===== src/rtl/world_time_counter_if.sv =====
// Control inputs and time outputs of world_time_counter. The DUT uses the slave modport.
// The master modport is for whatever drives the buttons/run/tz and reads the time.
interface world_time_counter_if;
  logic       run;
  logic       mode_btn;
  logic       inc_btn;
  logic [4:0] tz_offset;
  logic [6:0] hours;
  logic [6:0] minutes;
  logic [6:0] seconds;
  logic [6:0] local_hours;
  logic       sec_tick;
  logic       day_wrap;
  logic [1:0] edit_state;

  modport master (
    output run, mode_btn, inc_btn, tz_offset,
    input  hours, minutes, seconds, local_hours, sec_tick, day_wrap, edit_state
  );

  modport slave (
    input  run, mode_btn, inc_btn, tz_offset,
    output hours, minutes, seconds, local_hours, sec_tick, day_wrap, edit_state
  );
endinterface


===== src/rtl/world_time_counter.sv =====
// HH:MM:SS clock with RUN/SET_HR/SET_MIN edit FSM; WORLD_TIME_TZ_EN adds a clamped time-zone offset on local_hours.
// Latency: time/state/pulses registered (button edge acts 2 edges after rise); no backpressure.
module world_time_counter #(
  parameter int TICKS_PER_SEC = 100
) (
  input logic                 hz100,
  input logic                 reset_n,
  world_time_counter_if.slave tif
);

  typedef struct packed {
    logic [6:0] hh;
    logic [6:0] mm;
    logic [6:0] ss;
  } hms_t;

  localparam logic [1:0] ST_RUN     = 2'b00;
  localparam logic [1:0] ST_SET_HR  = 2'b01;
  localparam logic [1:0] ST_SET_MIN = 2'b10;
  localparam logic [9:0] PRESC_MAX  = 10'(TICKS_PER_SEC - 1);

  logic [1:0] state, state_nxt;
  hms_t       tm, tm_nxt;
  logic [9:0] presc, presc_nxt;
  logic       hist_vld, mode_q, inc_q, mode_edge, inc_edge;
  logic       sec_tick_q, day_wrap_q;
  logic       counting, wrap, inc_act;
  logic       sec_last, min_last, hr_last;
  logic [6:0] local_h;

  // hist_vld masks the first sampled edge so a button held through reset never fires.
  always_ff @(posedge hz100 or negedge reset_n) begin
    if (!reset_n) begin
      hist_vld  <= 1'b0;
      mode_q    <= 1'b0;
      inc_q     <= 1'b0;
      mode_edge <= 1'b0;
      inc_edge  <= 1'b0;
    end else begin
      hist_vld  <= 1'b1;
      mode_q    <= tif.mode_btn;
      inc_q     <= tif.inc_btn;
      mode_edge <= hist_vld & tif.mode_btn & ~mode_q;
      inc_edge  <= hist_vld & tif.inc_btn & ~inc_q;
    end
  end

  assign counting = (state == ST_RUN) && tif.run;
  assign wrap     = counting && (presc == PRESC_MAX);
  assign inc_act  = inc_edge & ~mode_edge;
  assign sec_last = (tm.ss == 7'd59);
  assign min_last = (tm.mm == 7'd59);
  assign hr_last  = (tm.hh == 7'd23);

  always_comb begin
    state_nxt = state;
    if (mode_edge) begin
      case (state)
        ST_RUN:    state_nxt = ST_SET_HR;
        ST_SET_HR: state_nxt = ST_SET_MIN;
        default:   state_nxt = ST_RUN;
      endcase
    end
  end

  always_comb begin
    tm_nxt    = tm;
    presc_nxt = presc;
    if (counting) begin
      presc_nxt = wrap ? 10'd0 : presc + 10'd1;
    end
    if (wrap) begin
      tm_nxt.ss = sec_last ? 7'd0 : tm.ss + 7'd1;
      if (sec_last) begin
        tm_nxt.mm = min_last ? 7'd0 : tm.mm + 7'd1;
        if (min_last) begin
          tm_nxt.hh = hr_last ? 7'd0 : tm.hh + 7'd1;
        end
      end
    end
    // Manual edits never carry; wrap is always 0 outside RUN so these cannot collide.
    if (inc_act && (state == ST_SET_HR)) begin
      tm_nxt.hh = hr_last ? 7'd0 : tm.hh + 7'd1;
    end
    if (inc_act && (state == ST_SET_MIN)) begin
      tm_nxt.mm = min_last ? 7'd0 : tm.mm + 7'd1;
    end
    if (mode_edge && (state == ST_SET_MIN)) begin
      tm_nxt.ss = 7'd0;
      presc_nxt = 10'd0;
    end
  end

  always_ff @(posedge hz100 or negedge reset_n) begin
    if (!reset_n) begin
      state      <= ST_RUN;
      tm         <= '0;
      presc      <= 10'd0;
      sec_tick_q <= 1'b0;
      day_wrap_q <= 1'b0;
    end else begin
      state      <= state_nxt;
      tm         <= tm_nxt;
      presc      <= presc_nxt;
      sec_tick_q <= wrap;
      day_wrap_q <= wrap & sec_last & min_last & hr_last;
    end
  end

`ifdef WORLD_TIME_TZ_EN
  logic signed [4:0] tz_s;
  logic        [6:0] tz_bias;
  logic        [6:0] lh_sum;

  // Bias is clamp(tz)+24, always 12..38, so hh+bias stays 12..61 and two conditional subtracts give mod 24.
  always_comb begin
    tz_s = tif.tz_offset;
    if (tz_s < -5'sd12) begin
      tz_bias = 7'd12;
    end else if (tz_s > 5'sd14) begin
      tz_bias = 7'd38;
    end else begin
      tz_bias = 7'(7'sd24 + 7'(tz_s));
    end
    lh_sum = tm.hh + tz_bias;
    if (lh_sum >= 7'd48) begin
      local_h = lh_sum - 7'd48;
    end else if (lh_sum >= 7'd24) begin
      local_h = lh_sum - 7'd24;
    end else begin
      local_h = lh_sum;
    end
  end
`else
  logic tz_unused;
  assign tz_unused = ^tif.tz_offset;
  assign local_h   = tm.hh;
`endif

  assign tif.hours       = tm.hh;
  assign tif.minutes     = tm.mm;
  assign tif.seconds     = tm.ss;
  assign tif.local_hours = local_h;
  assign tif.sec_tick    = sec_tick_q;
  assign tif.day_wrap    = day_wrap_q;
  assign tif.edit_state  = state;

endmodule


===== src/flat_wrapper.sv =====
// flat-port wrapper written by rule: the top's interface ports become plain ports
module world_time_counter_flat 
#(
  parameter int TICKS_PER_SEC = 100
)
  (hz100, reset_n, tif_run, tif_mode_btn, tif_inc_btn, tif_tz_offset, tif_hours, tif_minutes, tif_seconds, tif_local_hours, tif_sec_tick, tif_day_wrap, tif_edit_state);
  world_time_counter_if tif_i ();
  input logic hz100;
  input logic reset_n;
  input wire logic [$bits(tif_i.run)-1:0] tif_run;
  input wire logic [$bits(tif_i.mode_btn)-1:0] tif_mode_btn;
  input wire logic [$bits(tif_i.inc_btn)-1:0] tif_inc_btn;
  input wire logic [$bits(tif_i.tz_offset)-1:0] tif_tz_offset;
  output wire logic [$bits(tif_i.hours)-1:0] tif_hours;
  output wire logic [$bits(tif_i.minutes)-1:0] tif_minutes;
  output wire logic [$bits(tif_i.seconds)-1:0] tif_seconds;
  output wire logic [$bits(tif_i.local_hours)-1:0] tif_local_hours;
  output wire logic [$bits(tif_i.sec_tick)-1:0] tif_sec_tick;
  output wire logic [$bits(tif_i.day_wrap)-1:0] tif_day_wrap;
  output wire logic [$bits(tif_i.edit_state)-1:0] tif_edit_state;
  assign tif_i.run = tif_run;
  assign tif_i.mode_btn = tif_mode_btn;
  assign tif_i.inc_btn = tif_inc_btn;
  assign tif_i.tz_offset = tif_tz_offset;
  assign tif_hours = tif_i.hours;
  assign tif_minutes = tif_i.minutes;
  assign tif_seconds = tif_i.seconds;
  assign tif_local_hours = tif_i.local_hours;
  assign tif_sec_tick = tif_i.sec_tick;
  assign tif_day_wrap = tif_i.day_wrap;
  assign tif_edit_state = tif_i.edit_state;
  world_time_counter #(.TICKS_PER_SEC(TICKS_PER_SEC)) u_core (.hz100(hz100), .reset_n(reset_n), .tif(tif_i));
endmodule

===== config.mk =====
export PLATFORM = sky130hd
export DESIGN_NAME = world_time_counter_flat
export DESIGN_NICKNAME = d
export VERILOG_FILES = /design/src/rtl/world_time_counter_if.sv /design/src/rtl/world_time_counter.sv /design/src/flat_wrapper.sv
export SDC_FILE = /design/constraint.sdc
export NUM_CORES = 1
export LEC_CHECK = 0
export CORE_UTILIZATION = 35
export CTS_BUF_LIST = sky130_fd_sc_hd__clkbuf_8 sky130_fd_sc_hd__clkbuf_16
export DETAILED_ROUTE_END_ITERATION = 7
export GPL_TIMING_DRIVEN = 0
export MAX_ROUTING_LAYER = met4
export SYNTH_ARGS = -nofsm -noshare
export SYNTH_HDL_FRONTEND = slang
export SYNTH_SLANG_ARGS = --single-unit
export TNS_END_PERCENT = 1

===== constraint.sdc =====
create_clock -name hz100 -period 2.6 [get_ports hz100]
set_clock_uncertainty 0.15 [all_clocks]
set_input_delay 0.39 -clock hz100 [delete_from_list [all_inputs] [get_ports hz100]]
set_output_delay 0.39 -clock hz100 [all_outputs]
set_load 0.01 [all_outputs]

==> impl_results.html <==
<table>
<tr><th>Metric</th><th>Value</th></tr>
<tr><th colspan="2">CTS</th></tr>
<tr><td>H-tree levels</td><td>2</td></tr>
<tr><td>TritonCTS clock tree</td><td>yes</td></tr>
<tr><td>CTS buffer count</td><td>5</td></tr>
<tr><td>Source-to-sink clock delay at the later pin of the worst-skew pair</td><td>between 0.2 and 0.3 ns</td></tr>
<tr><td>Number of clock sinks</td><td>40</td></tr>
<tr><td>Clock transition at the registers of the reported paths</td><td>0.07 ns</td></tr>
<tr><td>Number of buffers on the longest clock path</td><td>2</td></tr>
<tr><td>Clock root buffer</td><td>sky130_fd_sc_hd__clkbuf_8</td></tr>
<tr><th colspan="2">Critical path</th></tr>
<tr><td>RR Startpoint</td><td>u_core.presc[7]</td></tr>
<tr><td>Category of cells accounting for the largest share of critical-path delay</td><td>simple AND/OR/NAND/NOR gates</td></tr>
<tr><td>Most used cell along the critical path</td><td>sky130_fd_sc_hd__buf_6</td></tr>
<tr><td>Kind of start point of the critical path</td><td>input pin</td></tr>
<tr><td>Cell with the largest stage delay on the worst path</td><td>sky130_fd_sc_hd__clkdlybuf4s50_1</td></tr>
<tr><td>Peak fanout along the critical path</td><td>10</td></tr>
<tr><td>Type of the worst setup path</td><td>in -&gt; reg</td></tr>
<tr><td>Data required time of the worst path</td><td>2.62 ns</td></tr>
<tr><td>Count of buffering cells on the critical path with inverters included</td><td>4</td></tr>
<tr><td>Cell chain of the critical path</td><td>clkdlybuf4s50_1, or3b_4, or4_4, buf_6, clkinv_8, a21oi_2, buf_6, o31ai_4, o41ai_2</td></tr>
<tr><td>Terminus of the critical flop-to-flop path</td><td>u_core.tif.minutes[5]</td></tr>
<tr><td>Number of gates on the worst path with buffers counted</td><td>9</td></tr>
<tr><td>Worst setup slack for register-to-register paths</td><td>about 0.10 ns</td></tr>
<tr><td>R2r worst-path depth</td><td>8</td></tr>
<tr><td>Critical Path Max Stage Delay</td><td>0.50 ns</td></tr>
<tr><td>Critical Path Sink Type</td><td>flip-flop</td></tr>
<tr><td>Endpoint arrival time on the critical path</td><td>2.53 ns</td></tr>
<tr><th colspan="2">Final layout</th></tr>
<tr><td>Area growth from synthesis to layout</td><td>29.8%</td></tr>
<tr><td>Cell area after layout</td><td>roughly 2600 um2</td></tr>
<tr><td>Count of antenna diodes in the layout</td><td>0</td></tr>
<tr><td>Final Util</td><td>47.5%</td></tr>
<tr><td>Total Nets Final</td><td>around 250</td></tr>
<tr><td>Ratio of cells with drive above 1 in the final layout</td><td>roughly 15%</td></tr>
<tr><th colspan="2">Route</th></tr>
<tr><td>Number of vias per cell after detailed routing</td><td>4.90</td></tr>
<tr><td>Post-detailed-routing wire length</td><td>3.85 mm</td></tr>
<tr><td>Vias after detailed routing</td><td>approximately 1500</td></tr>
<tr><td>DR WL/cell</td><td>12.4 um</td></tr>
<tr><td>Iteration-0 DRC count of the detailed router</td><td>90</td></tr>
<tr><td>DRC violation count after routing</td><td>0</td></tr>
<tr><td>Drt first pass iters</td><td>4</td></tr>
<tr><td>Post-route antenna net violation count</td><td>0</td></tr>
<tr><th colspan="2">Hold path</th></tr>
<tr><td>Source of the worst hold timing path</td><td>u_core.inc_q</td></tr>
<tr><td>HP Class</td><td>reg -&gt; reg</td></tr>
<tr><td>Cell depth of the worst hold path</td><td>1</td></tr>
<tr><td>Hold endpoint</td><td>u_core.inc_edge</td></tr>
<tr><th colspan="2">Power and ir drop</th></tr>
<tr><td>Power Dens Cells</td><td>666 nW/um2</td></tr>
<tr><td>Switch Pwr</td><td>about 0.00053 W</td></tr>
<tr><td>Share of power burned in registers</td><td>about 47%</td></tr>
<tr><td>Fraction of power consumed by the clock network</td><td>23.1%</td></tr>
<tr><td>Switching share of power</td><td>30.1%</td></tr>
<tr><td>Largest vdd supply drop</td><td>~0.00028 V</td></tr>
<tr><td>Part of the power in combinational logic</td><td>29.5%</td></tr>
<tr><td>Leakage power summed over all cells</td><td>~1.2 nW</td></tr>
<tr><td>Internal cell power</td><td>0.00123 W</td></tr>
<tr><th colspan="2">Place</th></tr>
<tr><td>Weighted congestion reported at the end of routability-driven placement</td><td>between 0.7 and 0.8</td></tr>
<tr><td>Area of placed instances</td><td>2510 um2</td></tr>
<tr><td>Port Buf Inserts</td><td>36</td></tr>
<tr><td>DPL Wire Length</td><td>approximately 2.8 mm</td></tr>
<tr><td>Place WS</td><td>-0.318 ns</td></tr>
<tr><th colspan="2">Synthesis</th></tr>
<tr><td>Post-synthesis cell area</td><td>2040 um2</td></tr>
<tr><td>Most common cell in the netlist</td><td>sky130_fd_sc_hd__dfrtp_1</td></tr>
<tr><td>Share of cell area taken by muxes after synthesis</td><td>2.09%</td></tr>
<tr><td>Number of unique standard cell types used by synthesis</td><td>41</td></tr>
<tr><td>Compound-gate portion of the synthesized area</td><td>9.75%</td></tr>
<tr><td>Total number of yosys warnings</td><td>0</td></tr>
<tr><td>Dominant combinational cell family by area after synthesis</td><td>simple AND/OR/NAND/NOR gates</td></tr>
<tr><td>List of most frequent post-synthesis cells</td><td>sky130_fd_sc_hd__dfrtp_1 (40), sky130_fd_sc_hd__nor2_1 (19), sky130_fd_sc_hd__nand2_1 (15)</td></tr>
<tr><td>Number of flops mapped to enable cells by yosys</td><td>0</td></tr>
<tr><td>Post-synthesis async set-or-reset flop share</td><td>100%</td></tr>
<tr><td>Cell types occupying the most area after synthesis</td><td>sky130_fd_sc_hd__dfrtp_1 (49%), sky130_fd_sc_hd__xor2_1 (5.6%), sky130_fd_sc_hd__nor2_1 (3.5%)</td></tr>
<tr><td>Fraction of synthesized cell area taken by the top area cell type</td><td>49.1%</td></tr>
<tr><td>Xor-xnor portion of the synthesized cell area</td><td>just under 7%</td></tr>
<tr><td>Top FF cell, synth</td><td>sky130_fd_sc_hd__dfrtp_1</td></tr>
<tr><td>Mapped Avg Cell Area</td><td>10.6 um2</td></tr>
<tr><td>Synth Instances</td><td>192</td></tr>
<tr><td>Synth Area in Adders</td><td>2.45%</td></tr>
<tr><td>Cell accounting for the most synthesized area</td><td>sky130_fd_sc_hd__dfrtp_1</td></tr>
<tr><td>Syn_nets</td><td>roughly 210</td></tr>
<tr><td>Post-synthesis register bit count</td><td>40</td></tr>
<tr><td>Sequential-to-total area share from yosys stat</td><td>49.1%</td></tr>
<tr><td>Post-synthesis simple-gate area fraction</td><td>23.4%</td></tr>
<tr><th colspan="2">STA</th></tr>
<tr><td>Shortest period the worst path allows</td><td>2.51 ns</td></tr>
<tr><td>Pin slew with the least headroom to its limit</td><td>0.518 ns</td></tr>
<tr><td>Pins over their slew limit</td><td>0</td></tr>
<tr><td>RSZ-0062 raised after global routing</td><td>no</td></tr>
<tr><td>Final hold viol count</td><td>0</td></tr>
<tr><td>Period utilisation layout</td><td>96.6%</td></tr>
<tr><td>Total of endpoints with negative setup slack in the final report</td><td>0</td></tr>
<tr><td>Post-route worst setup slack</td><td>0.0892 ns</td></tr>
<tr><td>Achievable Freq</td><td>398 MHz</td></tr>
<tr><td>Normalized max-slew margin</td><td>about two thirds</td></tr>
<tr><th colspan="2">Floorplan</th></tr>
<tr><td>I/O pin count</td><td>42</td></tr>
<tr><td>Starting density of the core</td><td>a little over a third</td></tr>
<tr><td>Horizontal die dimension</td><td>78.3 um</td></tr>
<tr><td>Floorplan Core Area</td><td>5570 um2</td></tr>
<tr><td>Area enclosed by the die boundary</td><td>between 6000 and 7000 um2</td></tr>
<tr><td>Standard-cell rows</td><td>27</td></tr>
<tr><td>Chip Height</td><td>78.3 um</td></tr>
<tr><th colspan="2">GRT</th></tr>
<tr><td>Maximum number of pins on one net before global-route repair</td><td>22</td></tr>
<tr><td>Number of antenna violations at the first check in global routing</td><td>0</td></tr>
<tr><td>Grt total ovfl</td><td>0</td></tr>
<tr><td>Global router's overall resource usage</td><td>14.1%</td></tr>
<tr><td>Global-route wire length before repair</td><td>6.61 mm</td></tr>
<tr><td>Via count of the first global-routing pass</td><td>1427</td></tr>
<tr><th colspan="2">Flow run</th></tr>
<tr><td>Maximum Capacitance Violations</td><td>0</td></tr>
<tr><th colspan="2">Outcome</th></tr>
<tr><td>Run status</td><td>complete, no violations</td></tr>
</table>
[cell type report]
cell class | count | area (um2)
clock buffers | 6 | 82.6
repair buffers | 39 | 400
well taps | 72 | 90.1
fillers | 541 | 2930
multi-input cells | 135 | 937
flip-flops and latches | 40 | 1000
inverters | 3 | 23.8
clock inverters | 2 | 7.51
plain buffers | 14 | 103
[routing by layer]
layer / GRT usage [%] / up-vias / wire length [um]
met1: 17.6 / 727 / 1830
met3: 3.49 / 6 / 121
li1: - / 759 / -
met4: 5.00 / 0 / 61
met2: 22.3 / 31 / 1840
met5: - / - / 0
[through the flow]
step                instances  setup TNS (ns)  total power, W  hold WS [ns]
finish                    311               0         0.00176         0.242
CTS                       311               0         0.00177         0.247
floorplan                 192               0         0.00109       -0.0556
global placement          300           -7.97         0.00132         0.230
detailed placement        301           -5.54         0.00133         0.238
global route              311               0         0.00189         0.258
[repair_timing]
| action | in CTS | in global routing |
|---|---|---|
| buffers inserted | 1 | 0 |
| endpoints found under the hold margin | 20 | 0 |
| resized for setup | 3 | 5 |
| pin swaps | 0 | 1 |
| hold buffers | 1 | 0 |
| setup endpoints to repair | 3 | 16 |
[state kept, by name, indices dropped and copies added (netlist names)]
| register | cells |
|---|---|
| u_core.hist_vld | 1 |
| u_core.inc_edge | 1 |
| u_core.inc_q | 1 |
| u_core.mode_edge | 1 |
| u_core.mode_q | 1 |
| u_core.presc | 10 |
| u_core.tif.day_wrap | 1 |
| u_core.tif.edit_state | 2 |
| u_core.tif.hours | 7 |
| u_core.tif.minutes | 7 |
| u_core.tif.sec_tick | 1 |
| u_core.tif.seconds | 7 |
[worst max-delay path by stage]
stage,startpoint,to,slack (ns)
after floorplan,u_core.tif.edit_state[1],u_core.tif.minutes[5],0.14
after global placement,tif_run,u_core.tif.minutes[5],-0.32
after detailed placement,tif_run,u_core.tif.minutes[5],-0.32
after CTS,u_core.presc[0],u_core.tif.minutes[5],0.02
after global routing,u_core.presc[7],u_core.tif.minutes[5],0.01
final,tif_run,u_core.tif.minutes[5],0.09
[cells by family (layout without fill, tap and decap cells)]
kind of cell	Yosys count	in the layout
AND/OR/NAND/NOR	85	85
flip-flops	40	40
AO/OA/AOI/OAI	25	25
buffers and inverters	17	64
XOR/XNOR	16	16
adder cells (fa/ha/maj)	4	4
multiplexers	4	4
other	1	1
[cells in the final DEF (no fill, tap or decap), drive strengths merged, types with 3 or more instances in the layout]
cell,n
dfrtp,40
clkdlybuf4s50,35
nor2,19
nand2,15
buf,15
xor2,13
o21ai,9
and3,8
nand3,8
clkbuf,8
nor3,6
nor2b,5
nand4,5
o31ai,5
inv,4
a21oi,4
ha,4
o41ai,4
nor3b,3
nand2b,3
xnor2,3
[power groups by stage]
| stage | Sequential (W) | Clock (W) | Combinational (W) |
|---|---|---|---|
| after floorplan | 0.000846 | 0 | 0.000244 |
| after global placement | 0.000843 | 0 | 0.000472 |
| after detailed placement | 0.000846 | 0 | 0.000484 |
| after CTS | 0.000828 | 0.000431 | 0.000512 |
| after global routing | 0.000853 | 0.000457 | 0.000580 |
| final | 0.000835 | 0.000407 | 0.000521 |
Note: power is estimated with default switching activity, not from simulation.
